[config.mk]
export PLATFORM = sky130hd
export DESIGN_NAME = exec_stage
export DESIGN_NICKNAME = d
export VERILOG_FILES = /design/src/rtl/proc_pkg.sv /design/src/rtl/exec_alu.sv /design/src/rtl/exec_stage.sv
export SDC_FILE = /design/constraint.sdc
export NUM_CORES = 1
export LEC_CHECK = 0
export ABC_AREA = 1
export BUFFER_PORTS_ARGS = -buffer_cell sky130_fd_sc_hd__buf_2
export CAP_MARGIN = 20
export CORE_UTILIZATION = 25
export DETAILED_ROUTE_END_ITERATION = 12
export GPL_TIMING_DRIVEN = 0
export SLEW_MARGIN = 40
export SYNTH_ARGS = -nofsm -noshare
export SYNTH_HDL_FRONTEND = slang
export SYNTH_SLANG_ARGS = --single-unit
[constraint.sdc]
create_clock -name clk -period 3.65 [get_ports clk]
set_input_delay 0.73 -clock clk [delete_from_list [all_inputs] [get_ports clk]]
set_output_delay 0.73 -clock clk [all_outputs]
set_load 0.05 [all_outputs]
[src/rtl/proc_pkg.sv]
// Shared definitions for the 3-stage processor: default widths, opcode nibbles
// and the execute-stage state encoding.
`default_nettype none

package proc_pkg;

  localparam int DEFAULT_DATA_W = 8;
  localparam int DEFAULT_IMM_W  = 4;

  localparam logic [3:0] OP_LOAD = 4'h0;
  localparam logic [3:0] OP_ADD  = 4'h1;
  localparam logic [3:0] OP_SUB  = 4'h2;
  localparam logic [3:0] OP_AND  = 4'h3;
  localparam logic [3:0] OP_IN   = 4'h4;
  localparam logic [3:0] OP_OUT  = 4'h5;

  typedef enum logic [1:0] {
    RUN      = 2'd0,
    WAIT_IN  = 2'd1,
    WAIT_OUT = 2'd2
  } exec_state_t;

endpackage

`default_nettype wire

[src/rtl/exec_alu.sv]
// exec_alu: combinational accumulator datapath for load/add/sub/bitand.
// Rev 1.0
`default_nettype none

module exec_alu
  import proc_pkg::*;
#(
  parameter int DATA_W = DEFAULT_DATA_W,
  parameter int IMM_W  = DEFAULT_IMM_W
) (
  input  logic [DATA_W-1:0] acc,
  input  logic [IMM_W-1:0]  imm,
  input  logic              load,
  input  logic              add,
  input  logic              sub,
  input  logic              bitand,
  output logic [DATA_W-1:0] result,
  output logic              carry,
  output logic              zero
);

  logic [DATA_W-1:0] imm_x;
  logic [DATA_W:0]   sum;

  assign imm_x = {{(DATA_W-IMM_W){1'b0}}, imm};
  assign sum   = {1'b0, acc} + {1'b0, imm_x};

  // Strobes are assumed one-hot here; the stage suppresses the write otherwise.
  always_comb begin
    result = acc;
    carry  = 1'b0;
    if (load) begin
      result = imm_x;
    end else if (add) begin
      result = sum[DATA_W-1:0];
      carry  = sum[DATA_W];
    end else if (sub) begin
      result = acc - imm_x;
      carry  = (acc < imm_x);
    end else if (bitand) begin
      result = acc & imm_x;
    end
  end

  assign zero = (result == '0);

endmodule

`default_nettype wire

[src/rtl/exec_stage.sv]
// exec_stage: execute stage owning the accumulator, Z/C flags, I/O port
// handshakes and the retired-instruction counter.  Rev 1.0
`default_nettype none

module exec_stage
  import proc_pkg::*;
#(
  parameter int DATA_W = DEFAULT_DATA_W,
  parameter int IMM_W  = DEFAULT_IMM_W,
  parameter int CNT_W  = 16
) (
  input  logic              clk,
  input  logic              rst_n,
  input  logic              instr_valid,
  output logic              instr_ready,
  input  logic              load,
  input  logic              add,
  input  logic              sub,
  input  logic              bitand,
  input  logic              inp,
  input  logic              out,
  input  logic [IMM_W-1:0]  imm,
  input  logic [DATA_W-1:0] in_data,
  input  logic              in_valid,
  output logic              in_ready,
  output logic [DATA_W-1:0] out_data,
  output logic              out_valid,
  input  logic              out_ready,
  output logic [DATA_W-1:0] acc,
  output logic              flag_z,
  output logic              flag_c,
  output logic              illegal,
  output logic [CNT_W-1:0]  retired
);

  exec_state_t       state;
  logic              accept;
  logic              legal;
  logic [DATA_W-1:0] alu_result;
  logic              alu_carry;
  logic              alu_zero;

  assign instr_ready = (state == RUN);
  assign in_ready    = (state == WAIT_IN);
  assign accept      = instr_valid & instr_ready;
  assign legal       = $onehot({load, add, sub, bitand, inp, out});

  exec_alu #(
    .DATA_W (DATA_W),
    .IMM_W  (IMM_W)
  ) u_alu (
    .acc    (acc),
    .imm    (imm),
    .load   (load),
    .add    (add),
    .sub    (sub),
    .bitand (bitand),
    .result (alu_result),
    .carry  (alu_carry),
    .zero   (alu_zero)
  );

  always_ff @(posedge clk) begin
    if (!rst_n) begin
      state     <= RUN;
      acc       <= '0;
      flag_z    <= 1'b1;
      flag_c    <= 1'b0;
      out_data  <= '0;
      out_valid <= 1'b0;
      illegal   <= 1'b0;
      retired   <= '0;
    end else begin
      illegal <= 1'b0;
      case (state)
        RUN: begin
          if (accept) begin
            if (!legal) begin
              illegal <= 1'b1;
            end else if (inp) begin
              state <= WAIT_IN;
            end else if (out) begin
              out_data  <= acc;
              out_valid <= 1'b1;
              state     <= WAIT_OUT;
            end else begin
              acc     <= alu_result;
              flag_c  <= alu_carry;
              flag_z  <= alu_zero;
              retired <= retired + CNT_W'(1);
            end
          end
        end
        WAIT_IN: begin
          if (in_valid) begin
            acc     <= in_data;
            flag_z  <= (in_data == '0);
            retired <= retired + CNT_W'(1);
            state   <= RUN;
          end
        end
        WAIT_OUT: begin
          if (out_ready) begin
            out_valid <= 1'b0;
            retired   <= retired + CNT_W'(1);
            state     <= RUN;
          end
        end
        default: state <= RUN;
      endcase
    end
  end

endmodule

`default_nettype wire

==> results.txt, run 1 <==
----------------------------------------------------
[Routing]
  First DRT Iteration DRCs ... 171
  Total wirelength of the detailed-routed design ... 8149 µm
  Post-detailed-route via-to-cell ratio ... 4.656
  Pre-Repair DR Iteration Count ... 4
  Final routed wire length divided by cell count ... 13.14 µm
  Detailed-route via count ... 2887
  Antenna Nets Post-Route ... 0
  Drt drc ... 0

[Clocking]
  Max Buffers Root-to-Sink ... 2
  H-tree level count ... 2
  Root Buffer Master ... sky130_fd_sc_hd__clkbuf_8
  Number of buffers created by CTS ... 5
  Num Clock Sinks ... 38
  Clock transition at the registers of the reported paths ... 0.09 ns
  Hold-fix buffers at CTS ... 0
  Clock tree from TritonCTS ... built
  Insertion delay to the later sink of the worst-skew pair ... 0.29 ns

[Final layout]
  Fill cells ... 1162
  Number of diodes added for antenna fixing ... 0
  Number of nets in the layout ... 522
  Post-synthesis to final-layout area growth ... 29.24%
  Final std cells w/o fill ... 620
  Share of layout cells above drive strength 1 ... 26.45%

[Setup path]
  Critical path class ... input port to flop
  Required time at the worst-slack endpoint ... 3.86 ns
  Startpoint of the most critical setup path ... bitand
  Worst setup path end ... acc[4]$_SDFFE_PN0P_
  End of the worst register-to-register path ... flag_z$_SDFFE_PN1P_
  Max Fanout on Critical Path ... 10
  Cell depth of the worst flop-to-flop path ... 16
  Startpoint type of the worst setup path ... input port
  Critical Path AT ... 3.76 ns
  Launch instance of the worst register-to-register path ... acc[0]$_SDFFE_PN0P_
  Crit path capture type ... flop
  Worst-case register-to-register setup slack ... 1.39 ns

[Logic synthesis]
  Sequential cell area fraction in the yosys report ... 28.31%
  Cell type contributing the most total cell area after synthesis ... sky130_fd_sc_hd__dfxtp_1
  Post-synthesis average cell area ... 6.736 µm²
  #FFs+latches synth ... 38
  Number of warnings printed during yosys synthesis ... 0
  Syn_nets ... 438
  Parity-gate share of the synthesized area counting xor and xnor cells ... 0.6518%
  Area fraction in compound gates after synthesis ... 15.88%
  Gate Count Post-Synth ... 399
  Synth async-reset ratio ... 0%
  Largest family of logic cells by synthesized area ... simple AND/OR/NAND/NOR gates
  Post-synth top flop ... sky130_fd_sc_hd__dfxtp_1
  Largest cells by area after synthesis ... sky130_fd_sc_hd__dfxtp_1 28%, sky130_fd_sc_hd__nand2_1 12%, sky130_fd_sc_hd__nand3_1 8.2%
  Share of cell area taken by muxes after synthesis ... 0%
  Number of enable flip-flop cells after synthesis ... 0
  Post-synthesis simple-gate area fraction ... 35.52%
  Cell with the most instances after synthesis ... sky130_fd_sc_hd__nand2_1
  Unique cell type count in the Yosys netlist ... 37
  Area fraction of the dominant cell type after synthesis ... 28.31%
  Adder and majority gate portion of the synthesized area ... 8.845%
  Top cells by count, synth ... 83 x sky130_fd_sc_hd__nand2_1, 57 x sky130_fd_sc_hd__inv_1, 44 x sky130_fd_sc_hd__nand3_1, 40 x sky130_fd_sc_hd__a21oi_1, 38 x sky130_fd_sc_hd__dfxtp_1
  Mapped cell area ... 2688 µm²

[Placed design]
  Instance count after placement with tap cells included ... 594
  Final weighted congestion of routability-driven global placement ... 0.8591
  Number of buffer cells added on primary ports ... 59
  Sum of net half-perimeters after detailed placement ... 6314 µm

[GRT]
  Via count of the first global-routing pass ... 2651
  Antenna violations before repair ... 0
  Global-route wire length before repair ... 13070 µm
  GR Util All Layers ... 14.63%
  Leftover overflow at the end of global routing ... 0
  Pin count of the biggest net entering global routing ... 14

[Timing]
  Worst-Margin Slew ... 0.5741 ns
  Final count of hold timing violations ... 0
  Clock tree skew after final layout ... 0.007079 ns
  Time the final worst path needs with I/O delays and setup ... 3.558 ns
  Worst relative slew slack ... 61.73%
  Fmax ... 281.1 MHz
  Hold WS ... 0.4937 ns
  Count of pins over their slew limit ... 0
  Share of the clock period used by the worst path ... 97.47%
  Setup violations, final ... 0

[Job]
  Max-cap violations ... 0

[Floorplanning]
  Total number of placement rows ... 37
  Number of placed I/O pins ... 61
  Die Footprint ... 11170 µm²
  Core region area ... 10370 µm²
  Overall die width ... 105.7 µm
  Overall die height ... 105.7 µm
  Initial cell density of the core ... 25.92%

[Power]
  Leakage dissipation ... 1.758 nW
  Peak supply drop ... 0.1435 mV
  Pwr dens ... 325.7 nW/µm²

[Outcome]
  Run status ... finished clean

[Worst hold path]
  Tightest Hold Check Type ... flop to flop

----------------------------------------------------
[where the power goes]
part	switching, W	total [W]	internal (W)	leakage (nW)
clock network	0.000159	0.000293	0.000134	0.0441
registers	0.0000177	0.000448	0.000430	0.307
logic	0.000245	0.000391	0.000146	1.41
total	0.000422	0.00113	0.000710	1.76
[metal layers]
| layer | track usage (%) | share of wire, % | wire length (µm) | vias up |
|---|---|---|---|---|
| met5 | 0 | 0 | 0 | - |
| met4 | 3.274 | 1.0 | 82 | 0 |
| met1 | 19.77 | 46 | 3716 | 1312 |
| li1 | - | - | - | 1483 |
| met3 | 2.659 | 5.9 | 477 | 8 |
| met2 | 24.09 | 48 | 3871 | 84 |
[worst max-delay path, stage by stage]
cell                       delay, ns
sky130_fd_sc_hd__buf_4          0.13
sky130_fd_sc_hd__inv_4          0.09
sky130_fd_sc_hd__fa_1           0.44
sky130_fd_sc_hd__fa_1           0.49
sky130_fd_sc_hd__inv_1          0.04
sky130_fd_sc_hd__ha_2           0.17
sky130_fd_sc_hd__fa_1           0.45
sky130_fd_sc_hd__nor2_2         0.15
sky130_fd_sc_hd__nand2_2        0.10
sky130_fd_sc_hd__buf_4          0.14
sky130_fd_sc_hd__buf_4          0.14
sky130_fd_sc_hd__o21ai_2        0.11
sky130_fd_sc_hd__nand4_2        0.13
sky130_fd_sc_hd__buf_6          0.18
sky130_fd_sc_hd__a221oi_1       0.27
[registers in the layout (all words and copies together), names as in the netlist]
register,flops
out_valid,1
flag_z,1
illegal,1
acc,8
flag_c,1
state,2
out_data,8
retired,16
[cell families (layout without fill, tap and decap cells)]
group,after synthesis,in the layout
AND/OR/NAND/NOR,196,196
flip-flops,38,38
XOR/XNOR,2,2
AO/OA/AOI/OAI,78,78
adder cells (fa/ha/maj),16,16
buffers and inverters,69,154
[cell type report]
type	instances	area [µm²]	share of cell area, %
plain buffers	7	62.56	1.801
clock buffers	5	68.82	1.981
clock inverters	3	21.27	0.6124
inverters	61	256.5	7.385
multi-input cells	292	1678	48.31
flip-flops and latches	38	760.7	21.90
well taps	136	170.2	4.899
repair buffers	78	455.4	13.11
[layout by cell type (no fill, tap or decap), types with 3 or more instances in the layout]
cell type	instances
sky130_fd_sc_hd__nor2_1	30
sky130_fd_sc_hd__dfxtp_1	38
sky130_fd_sc_hd__nand2_4	6
sky130_fd_sc_hd__nand4_1	10
sky130_fd_sc_hd__inv_2	3
sky130_fd_sc_hd__clkbuf_8	5
sky130_fd_sc_hd__o21ai_0	25
sky130_fd_sc_hd__buf_2	58
sky130_fd_sc_hd__inv_4	3
sky130_fd_sc_hd__fa_1	5
sky130_fd_sc_hd__buf_4	21
sky130_fd_sc_hd__nand2_2	4
sky130_fd_sc_hd__ha_1	10
sky130_fd_sc_hd__nor2_2	4
sky130_fd_sc_hd__nand3_1	44
sky130_fd_sc_hd__a21oi_1	39
sky130_fd_sc_hd__nor2_4	3
sky130_fd_sc_hd__nand2_1	80
sky130_fd_sc_hd__inv_1	53
sky130_fd_sc_hd__nor3_1	7
[repair_timing]
action	in CTS	in global routing
endpoints found under the setup margin	7	19
gates resized for setup	7	11
setup buffers	9	11
pin swaps	8	10
[worst min path at each step]
stage	to	cells past startpoint	from
after detailed placement	flag_z$_SDFFE_PN1P_	2	flag_z$_SDFFE_PN1P_
after floorplan	state[1]$_SDFFE_PN0P_	2	state[1]$_SDFFE_PN0P_
after global placement	flag_z$_SDFFE_PN1P_	2	flag_z$_SDFFE_PN1P_
after global routing	flag_c$_SDFFE_PN0P_	2	flag_c$_SDFFE_PN0P_
after CTS	flag_z$_SDFFE_PN1P_	2	flag_z$_SDFFE_PN1P_
final	flag_z$_SDFFE_PN1P_	2	flag_z$_SDFFE_PN1P_
[stage by stage]
stage          util [%]  cell area [µm²]  power (W)  setup TNS [ns]  worst slack, ns
2_1_floorplan         -             2733  0.0006971       -0.004158        -0.004158
3_3_place_gp      30.84             3198  0.0007770          -4.935          -0.3879
3_5_place_dp      30.84             3198  0.0007839          -6.928          -0.4437
4_1_cts           32.46             3366   0.001111               0         0.008562
5_1_grt           33.49             3473   0.001203         -0.1799         -0.05604
6_report          33.49             3473   0.001131               0          0.09244
Power figures use the tool's default switching activity.
==> run 2, diff against run 1 <==
--- a/config.mk
+++ b/config.mk
@@ -5,7 +5,6 @@
 export SDC_FILE = /design/constraint.sdc
 export NUM_CORES = 1
 export LEC_CHECK = 0
-export ABC_AREA = 1
 export BUFFER_PORTS_ARGS = -buffer_cell sky130_fd_sc_hd__buf_2
 export CAP_MARGIN = 20
 export CORE_UTILIZATION = 25
==> run 2 against run 1 <==
The run now ends with setup timing left. Worst setup slack lost 0.17 ns. Sequential share of layout area fell by 1.2 points. Largest cell class unchanged. Sequential cell count is the same. Total power increased by 1.6%. Global-route usage fell by 0.28 points. Core utilization is 2.3 points higher. Area after synthesis fell by 1.4%. Clock skew up 0.0023 ns. Count of clock-buffer cells in the layout up 1. Combinational power shrank 31%. Clock power up 54%. Maximum frequency shrank 4.5%.
==> results.txt, run 2 <==
----------------------------------------------------
[Logic synthesis]
  Sequential cell area fraction in the yosys report ... 28.71%
  Gate Count Post-Synth ... 322
  Area fraction of the dominant cell type after synthesis ... 28.71%
  Cell with the most instances after synthesis ... sky130_fd_sc_hd__dfxtp_1
  Synth async-reset ratio ... 0%
  Post-synthesis average cell area ... 8.230 µm²
  Adder and majority gate portion of the synthesized area ... 8.971%
  Unique cell type count in the Yosys netlist ... 57
  Cell type contributing the most total cell area after synthesis ... sky130_fd_sc_hd__dfxtp_1
  Mapped cell area ... 2650 µm²
  Number of warnings printed during yosys synthesis ... 0
  Largest cells by area after synthesis ... sky130_fd_sc_hd__dfxtp_1 29%, sky130_fd_sc_hd__mux2i_1 5.7%, sky130_fd_sc_hd__ha_1 5.2%
  Syn_nets ... 361
  Top cells by count, synth ... 38 x sky130_fd_sc_hd__dfxtp_1, 24 x sky130_fd_sc_hd__nand2_1, 24 x sky130_fd_sc_hd__nor2_1, 19 x sky130_fd_sc_hd__inv_1, 17 x sky130_fd_sc_hd__nor2b_1
  #FFs+latches synth ... 38
  Post-synthesis simple-gate area fraction ... 26.96%
  Area fraction in compound gates after synthesis ... 19.74%
  Number of enable flip-flop cells after synthesis ... 0
  Share of cell area taken by muxes after synthesis ... 6.091%
  Parity-gate share of the synthesized area counting xor and xnor cells ... 3.966%
  Largest family of logic cells by synthesized area ... simple AND/OR/NAND/NOR gates
  Post-synth top flop ... sky130_fd_sc_hd__dfxtp_1

[Power]
  Design internal power ... 0.0008254 W
  Combinational group share of total power ... 23.4%
  Net switching power ... 0.0003245 W
  Power share of the clock group ... 39.1%
  Switching power share of the total ... 28.22%
  Peak supply drop ... 0.1873 mV
  Share of power burned in registers ... 37.5%
  Pwr dens ... 312.7 nW/µm²
  Leakage dissipation ... 1.645 nW

[Placed design]
  Sum of net half-perimeters after detailed placement ... 5774 µm
  Place WS ... -0.8918 ns
  Number of buffer cells added on primary ports ... 59
  Final weighted congestion of routability-driven global placement ... 0.8727
  Post-placement cell area ... 3184 µm²
  Instance count after placement with tap cells included ... 517

[GRT]
  GR Util All Layers ... 14.35%
  Antenna violations before repair ... 0
  Global-route wire length before repair ... 12650 µm
  Leftover overflow at the end of global routing ... 0
  Pin count of the biggest net entering global routing ... 13
  Via count of the first global-routing pass ... 2529

[Floorplanning]
  Core region area ... 10280 µm²
  Number of placed I/O pins ... 61
  Initial cell density of the core ... 25.79%
  Total number of placement rows ... 37
  Die Footprint ... 11020 µm²
  Overall die height ... 105.0 µm
  Overall die width ... 105.0 µm

[Timing]
  Setup violations, final ... 8
  Worst relative slew slack ... 30.86%
  Final count of hold timing violations ... 0
  Time the final worst path needs with I/O delays and setup ... 3.724 ns
  Share of the clock period used by the worst path ... 102.0%
  Setup repair after global routing missed its margin ... true
  Clock tree skew after final layout ... 0.009391 ns
  Fmax ... 268.5 MHz
  Final sum of negative setup slack ... -0.2918 ns
  Count of pins over their slew limit ... 0
  Worst-Margin Slew ... 1.028 ns
  Setup slack of the critical path after layout ... -0.07403 ns

[Setup path]
  Worst setup path end ... retired[9]$_SDFFE_PN0P_
  Critical path class ... input port to flop
  Cell depth of the worst flop-to-flop path ... 10
  Crit path capture type ... flop
  Max Fanout on Critical Path ... 8
  Startpoint of the most critical setup path ... load
  Required time at the worst-slack endpoint ... 3.88 ns
  End of the worst register-to-register path ... acc[6]$_SDFFE_PN0P_
  Critical Path AT ... 3.95 ns
  Worst-case register-to-register setup slack ... 1.10 ns
  Startpoint type of the worst setup path ... input port
  Launch instance of the worst register-to-register path ... acc[0]$_SDFFE_PN0P_

[Final layout]
  Final std cells w/o fill ... 542
  Number of diodes added for antenna fixing ... 0
  Share of layout cells above drive strength 1 ... 31.28%
  Number of nets in the layout ... 444
  Final Util ... 35.78%
  Largest registers ... retired x16, acc x8, out_data x8
  Fill cells ... 1081
  Flip-flop count of the largest register after layout ... 16
  Most frequent standard cell in the layout excluding fill and tap cells ... sky130_fd_sc_hd__buf_2
  Most frequent cells in the layout ... 57 x sky130_fd_sc_hd__buf_2, 38 x sky130_fd_sc_hd__dfxtp_1, 23 x sky130_fd_sc_hd__nor2_1
  Design Area, Final ... 3677 µm²
  Register ranked first by flip-flop count ... retired
  Post-synthesis to final-layout area growth ... 38.76%

[Routing]
  Final routed wire length divided by cell count ... 14.46 µm
  Drt drc ... 0
  Total wirelength of the detailed-routed design ... 7838 µm
  Post-detailed-route via-to-cell ratio ... 4.851
  Pre-Repair DR Iteration Count ... 4
  Antenna Nets Post-Route ... 0
  First DRT Iteration DRCs ... 179
  Detailed-route via count ... 2629

[Job]
  Max-cap violations ... 0

[Clocking]
  Hold-fix buffers at CTS ... 0
  Max Buffers Root-to-Sink ... 2
  Num Clock Sinks ... 38
  Number of buffers created by CTS ... 5
  Insertion delay to the later sink of the worst-skew pair ... 0.30 ns
  H-tree level count ... 2
  Clock tree from TritonCTS ... built
  Root Buffer Master ... sky130_fd_sc_hd__clkbuf_8
  Clock transition at the registers of the reported paths ... 0.08 ns

[Outcome]
  Run status ... complete, but fails checks
  Violated checks ... setup timing

[Worst hold path]
  Tightest Hold Check Type ... flop to flop

----------------------------------------------------
[run 2: worst min path at each step]
stage | startpoint | endpoint | slack, ns | cells after the start
global route | out_valid$_SDFFE_PN0P_ | out_valid$_SDFFE_PN0P_ | 0.51 | 2
finish | out_valid$_SDFFE_PN0P_ | out_valid$_SDFFE_PN0P_ | 0.45 | 2
floorplan | state[0]$_SDFFE_PN0P_ | state[1]$_SDFFE_PN0P_ | 0.56 | 2
CTS | out_valid$_SDFFE_PN0P_ | out_valid$_SDFFE_PN0P_ | 0.45 | 2
detailed placement | out_valid$_SDFFE_PN0P_ | out_valid$_SDFFE_PN0P_ | 0.44 | 2
global placement | out_valid$_SDFFE_PN0P_ | out_valid$_SDFFE_PN0P_ | 0.43 | 2
[run 2: routing by layer]
metal | share of wire [%] | vias up | GRT usage, %
li1 | - | 1301 | -
met1 | 49 | 1219 | 19.66
met2 | 43 | 95 | 22.56
met3 | 6.4 | 14 | 2.870
met4 | 1.7 | 0 | 4.427
met5 | 0 | - | 0
[run 2: stage by stage]
step / hold slack [ns] / total power (W)
6_report: 0.4530 / 0.001150
5_1_grt: 0.5119 / 0.001198
4_1_cts: 0.4531 / 0.001137
3_5_place_dp: 0.4401 / 0.0006656
3_3_place_gp: 0.4320 / 0.0006612
2_1_floorplan: 0.5571 / 0.0006019
[run 2: power by group through the flow]
stage | logic [W] | clock network, W | registers [W]
after global placement | 0.000220 | 0 | 0.000441
after global routing | 0.000293 | 0.000472 | 0.000433
after detailed placement | 0.000225 | 0 | 0.000441
after CTS | 0.000247 | 0.000459 | 0.000431
after floorplan | 0.000140 | 0 | 0.000462
final | 0.000269 | 0.000450 | 0.000431
[run 2: critical path, cell delays in order]
cell and delay [ns]:
sky130_fd_sc_hd__buf_8 0.08, sky130_fd_sc_hd__clkinv_4 0.04, sky130_fd_sc_hd__fa_1 0.49, sky130_fd_sc_hd__fa_1 0.51, sky130_fd_sc_hd__inv_1 0.04, sky130_fd_sc_hd__ha_2 0.16, sky130_fd_sc_hd__fa_1 0.42, sky130_fd_sc_hd__or3b_4 0.41
sky130_fd_sc_hd__o31ai_4 0.24, sky130_fd_sc_hd__o2111ai_2 0.16, sky130_fd_sc_hd__buf_6 0.18, sky130_fd_sc_hd__or3_1 0.34, sky130_fd_sc_hd__a21boi_1 0.13
[run 2: kinds of logic after synthesis]
group | after synthesis
AOI/OAI and AO/OA | 70
buffers and inverters | 37
xor gates and xnor gates | 12
adders and majority gates | 16
and+or+nand+nor | 133
DFF | 38
muxes | 16
[run 2: cell type report]
class / count / area [µm²] / area share (%)
inverter: 20 / 87.58 / 2.382
tap: 136 / 170.2 / 4.627
clock buffer: 6 / 82.58 / 2.246
clock inverter: 2 / 60.06 / 1.633
multi-input combinational: 247 / 1878 / 51.07
timing repair buffer: 77 / 515.5 / 14.02
buffer: 16 / 122.6 / 3.334
sequential: 38 / 760.7 / 20.69
[run 2: timing repair]
action	in CTS	in global routing
cloned	0	1
hold endpoints to repair	0	0
buffers inserted	11	7
setup endpoints to repair	33	35
resized for setup	21	27
pin swaps	10	10
